### config.mk
export PLATFORM = sky130hd
export DESIGN_NAME = serial_adder
export DESIGN_NICKNAME = d
export VERILOG_FILES = /design/src/rtl/serial_adder.sv
export SDC_FILE = /design/constraint.sdc
export NUM_CORES = 1
export LEC_CHECK = 0
export BUFFER_PORTS_ARGS = -buffer_cell sky130_fd_sc_hd__buf_2
export CAP_MARGIN = 10
export CORE_MARGIN = 3
export CORE_UTILIZATION = 57
export DETAILED_ROUTE_END_ITERATION = 8
export PLACE_DENSITY = 0.82
export SKIP_LAST_GASP = 1
export SYNTH_ARGS = -nofsm -noshare
export SYNTH_HDL_FRONTEND = slang
export SYNTH_SLANG_ARGS = --single-unit
export TNS_END_PERCENT = 1
### constraint.sdc
create_clock -name clk -period 2.6 [get_ports clk]
set_input_delay 0.13 -clock clk [delete_from_list [all_inputs] [get_ports clk]]
set_output_delay 0.13 -clock clk [all_outputs]
set_load 0.02 [all_outputs]
### src/rtl/serial_adder.sv
// serial_adder: bit-serial adder, one operand bit per clock, LSB first.
// An accepted start captures a, b and cin. WIDTH edges later the block
// presents sum/cout and pulses done for one cycle.
// Optional feature: define SERIAL_ADDER_OVF_EN to add the signed-overflow
// output ovf.
module serial_adder #(
    parameter int WIDTH = 8
) (
    input  logic             clk,
    input  logic             rst,
    input  logic             start,
    input  logic [WIDTH-1:0] a,
    input  logic [WIDTH-1:0] b,
    input  logic             cin,
    output logic             busy,
    output logic             done,
    output logic [WIDTH-1:0] sum,
    output logic             cout
`ifdef SERIAL_ADDER_OVF_EN
    ,
    output logic             ovf
`endif
);

    typedef enum logic [1:0] {
        IDLE = 2'd0,
        ADD  = 2'd1,
        DONE = 2'd2
    } state_t;

    localparam int CW = (WIDTH > 1) ? $clog2(WIDTH) : 1;

    state_t           state_q, state_d;
    logic [WIDTH-1:0] a_q, a_d;
    logic [WIDTH-1:0] b_q, b_d;
    logic [WIDTH-1:0] res_q, res_d;
    logic             carry_q, carry_d;
    logic [CW-1:0]    cnt_q, cnt_d;
    logic [WIDTH-1:0] sum_q, sum_d;
    logic             cout_q, cout_d;
`ifdef SERIAL_ADDER_OVF_EN
    logic             ovf_q, ovf_d;
`endif

    logic             bit_s;
    logic             bit_c;
    logic             last_bit;

    // Full adder on the current LSBs plus the running carry.
    assign bit_s    = a_q[0] ^ b_q[0] ^ carry_q;
    assign bit_c    = (a_q[0] & b_q[0]) | (a_q[0] & carry_q) | (b_q[0] & carry_q);
    assign last_bit = (cnt_q == CW'(WIDTH - 1));

    // State register and datapath flops, synchronous reset.
    always_ff @(posedge clk) begin
        // NOTE: non-blocking assignments here so every flop samples
        // pre-edge values; blocking would make results depend on statement order.
        if (rst) begin
            // NOTE: every register is cleared, including the shift registers,
            // so the block leaves reset with no stale operand or result state.
            state_q <= IDLE;
            a_q     <= '0;
            b_q     <= '0;
            res_q   <= '0;
            carry_q <= 1'b0;
            cnt_q   <= '0;
            sum_q   <= '0;
            cout_q  <= 1'b0;
`ifdef SERIAL_ADDER_OVF_EN
            ovf_q   <= 1'b0;
`endif
        end else begin
            state_q <= state_d;
            a_q     <= a_d;
            b_q     <= b_d;
            res_q   <= res_d;
            carry_q <= carry_d;
            cnt_q   <= cnt_d;
            sum_q   <= sum_d;
            cout_q  <= cout_d;
`ifdef SERIAL_ADDER_OVF_EN
            ovf_q   <= ovf_d;
`endif
        end
    end

    // Next-state logic. start is only looked at in IDLE; DONE always returns to IDLE.
    always_comb begin
        // NOTE: the default assignment first means every path assigns
        // state_d, so no latch is inferred.
        state_d = state_q;
        case (state_q)
            IDLE:    if (start) state_d = ADD;
            ADD:     if (last_bit) state_d = DONE;
            DONE:    state_d = IDLE;
            default: state_d = IDLE;
        endcase
    end

    // Datapath: capture on accept, shift one bit per ADD edge, load results on the last bit.
    always_comb begin
        a_d     = a_q;
        b_d     = b_q;
        res_d   = res_q;
        carry_d = carry_q;
        cnt_d   = cnt_q;
        sum_d   = sum_q;
        cout_d  = cout_q;
`ifdef SERIAL_ADDER_OVF_EN
        ovf_d   = ovf_q;
`endif
        case (state_q)
            IDLE: begin
                if (start) begin
                    a_d     = a;
                    b_d     = b;
                    carry_d = cin;
                    res_d   = '0;
                    cnt_d   = '0;
                end
            end
            ADD: begin
                a_d     = a_q >> 1;
                b_d     = b_q >> 1;
                res_d   = {bit_s, res_q[WIDTH-1:1]};
                carry_d = bit_c;
                cnt_d   = cnt_q + CW'(1);
                if (last_bit) begin
                    sum_d  = {bit_s, res_q[WIDTH-1:1]};
                    cout_d = bit_c;
`ifdef SERIAL_ADDER_OVF_EN
                    // carry_q is the carry into the MSB at this point.
                    ovf_d  = carry_q ^ bit_c;
`endif
                end
            end
            default: ;
        endcase
    end

    // Outputs are decoded from the state and from the held result registers.
    always_comb begin
        busy = (state_q != IDLE);
        done = (state_q == DONE);
        sum  = sum_q;
        cout = cout_q;
`ifdef SERIAL_ADDER_OVF_EN
        ovf  = ovf_q;
`endif
    end

endmodule

==> impl_results.md <==
* Status: finished, final reports clean
* Drt pass-1 iters at 4
* Worst Max-Slew Pin Slew at 0.712 ns
* Peak VDD IR at 0.641 mV
* Via count at 1273
* Detail Placement HPWL at 2250 µm
* Fin. Hold Viols at 0
* Pint at approximately 0.87 mW
* Clock slew at reported path FFs at 0.12 ns
* Starting DRC count in detailed routing at 57
* Yosys Warn Count at 0
* Final TNS setup at 0 ns
* Final Max Slew Viols at 0
* Clock latency on the worst-skew pair at roughly 0.34 ns
* Clock buffer depth at 2
* Post-cts resize count at 0
* Drt total wl at 3210 µm
* Initial antenna violation count at 0
* Unrepaired setup endpoints after global routing: false
* Final min period at 1.83 ns
* Post-Syn Area per Cell at roughly 9.4 µm²
* Initial Util at 62.5%
* Static Leakage at roughly 0.71 nW
* Critical path type: flip-flop to flip-flop
* First-pass GRT wire length at approximately 5400 µm
* Reg power frac at 55.2%
* CTS Buf Count at 5
* Leading post-synthesis cells by cell area: dfxtp_1 (47%), a21oi_1 (5.6%), nand2b_1 (4.7%)
* Non-Filler Instances at 225
* IO buf count at 30
* ANT nets after route at 0
* Top cell type's share of synthesized area at about 47%
* Setup Skew at 0.00734 ns
* Startpoint Class: flip-flop
* Hold Crit Class: input pin to flip-flop
* Layout area overhead at 11.6%
* Total die area at around 0.0035 mm²
* Reg2Reg Setup Slack at 0.77 ns
* Dpl cells at 217
* Fmax at 0.547 GHz
* Routability cong. at approximately 0.76
* Max stage delay on crit path at 0.80 ns
* CP endpoint kind: flip-flop
* I/O pin count at 31
* Clk pwr share at 34.3%
* Netlist cell types at 29
* Gr ovfl total at 0
* #FFs+latches synth at 38
* Setup bufs post-CTS at 0
* Sink Count at 38
* Slew headroom at 52.5%
* WP data required at 2.86 ns
* Root buf cell: clkbuf_4
* Nets at 217
* Critical path's slowest cell: dfxtp_1
* CORE AREA at 0.00257 mm²
* Final setup viols at 0
* DR vias/cell at about 5.7
* Die Y at around 59 µm
* Tcrit/Tclk final at 70.3%
* Cell taking the most area after synthesis: dfxtp_1
* Pwr Total at 1.16 mW
* Synth Cell Area at 0.00161 mm²
* Hold-fix buffers at CTS at 0
* Critical path arrival at 2.09 ns
* Vias in the first global route at ~1.2k
* CTS H-tree lvls at 2
* Max-Cap Viols at 0
* Mapped Nets at a little under 200
* Avg WL per Cell at 14.2 µm
* Residual DRC at 0
* Combinational share of power at 10.4%
* Share of layout cells above drive strength 1 at between 20% and 30%
* Critical-path cell list: nor2b_1 > nor2_1 > a211oi_1
* Post-Synthesis Cells at between 150 and 200
* Fillers at 208
* Diodes inserted at 0
* Pwr/cell area at ~650 mW/mm²
* Seq/Total Area, Yosys at between 40 and 50%
* Total track usage at 20.6%
* CTS tree: done
* CP max FO at 20
* Die width at ~60 µm
* Largest net degree at the start of global routing at 40
* Sw Pwr at approximately 0.28 mW
* Switching share of power at 24.5%
* # rows at 18
==> critical path: cells and delay by family, from the launching register on <==
family          cells  cell delay, ns
flops               1            0.80
simple gates        2            0.72
compound gates      1            0.23
==> per-stage QoR <==
step                util [%]  area (µm²)  worst slack [ns]  hold WS [ns]
floorplan                  -        1610              1.38         0.320
finish                  69.8        1790             0.771        0.0737
global placement        66.6        1710             0.919         0.416
detailed placement      66.6        1710             0.797         0.429
CTS                     69.8        1790             0.793        0.0651
global route            69.8        1790             0.588        0.0538
==> sequential cells by signal (all words and copies together) (netlist names) <==
name,flops
a_q,8
b_q,8
carry_q,1
cnt_q,3
cout,1
res_q,7
state_q,2
sum,8
==> path summary, 6_finish.rpt <==
kind | start | to | cells after the start
worst max-delay path | state_q[0] | cnt_q[0] | 3
worst min register to register | sum[0] | sum[0] | 2
worst min-delay path | b[3] | b_q[3] | 3
worst max register to register | state_q[0] | cnt_q[0] | 3
==> power by group through the flow <==
stage	clock (mW)	sequential (mW)	combinational (mW)
final	0.397	0.639	0.121
after detailed placement	0	0.652	0.120
after CTS	0.407	0.638	0.121
after floorplan	0	0.641	0.102
after global routing	0.443	0.643	0.134
after global placement	0	0.650	0.115
==> cell usage after synthesis (all sizes together) <==
master  number
dfxtp       38
a21oi       18
nand2       18
nor2        16
nand2b      12
buf         11
a211oi       9
a22oi        9
o32ai        7
mux2i        5
nor3b        5
nor3         4
clkbuf       2
ha           2
nor2b        2
o21ai        2
or4b         2
and3b        1
fa           1
inv          1
nand3b       1
o21ba        1
o21bai       1
or2          1
or3          1
==> layout by cell type (no fill, tap or decap) <==
cell type   instances
dfxtp_1            38
buf_2              30
a21oi_1            18
nand2_1            18
nor2_1             16
nand2b_1           12
a22oi_1             9
o32ai_1             7
a211oi_1            6
nor3b_1             5
mux2i_1             5
clkbuf_4            5
nor3_1              4
a211oi_2            3
nor2b_1             2
or4b_1              2
o21ai_0             2
ha_1                2
clkinvlp_4          2
or2_4               1
or3_4               1
inv_1               1
nand3b_1            1
o21bai_2            1
o21ba_2             1
and3b_1             1
fa_1                1
bufinv_16           1
==> final cells by class <==
class | count | area [µm²] | area share [%]
clock buffer | 5 | 37.5 | 2.09
multi-input combinational | 118 | 757 | 42.2
inverter | 1 | 3.75 | 0.209
sequential | 38 | 761 | 42.5
timing repair buffer | 30 | 150 | 8.38
clock inverter | 3 | 45.0 | 2.51
tap | 30 | 37.5 | 2.09
==> routing by layer <==
metal	vias up	global-route usage [%]	part of all wire, %
li1	653	-	-
met1	582	26.5	46
met2	34	30.6	47
met3	4	7.41	5.7
met4	0	10.0	1.1
met5	-	0	0
==> cells by family after synthesis <==
logic type	count (synthesis)	synth area share, %
simple gates	63	20.5
compound gates	47	20.7
flops	38	47.4
buf+inv	14	5.46
mux	5	3.12
fa+ha+maj	3	2.81
(Power assumes the default switching activity.)
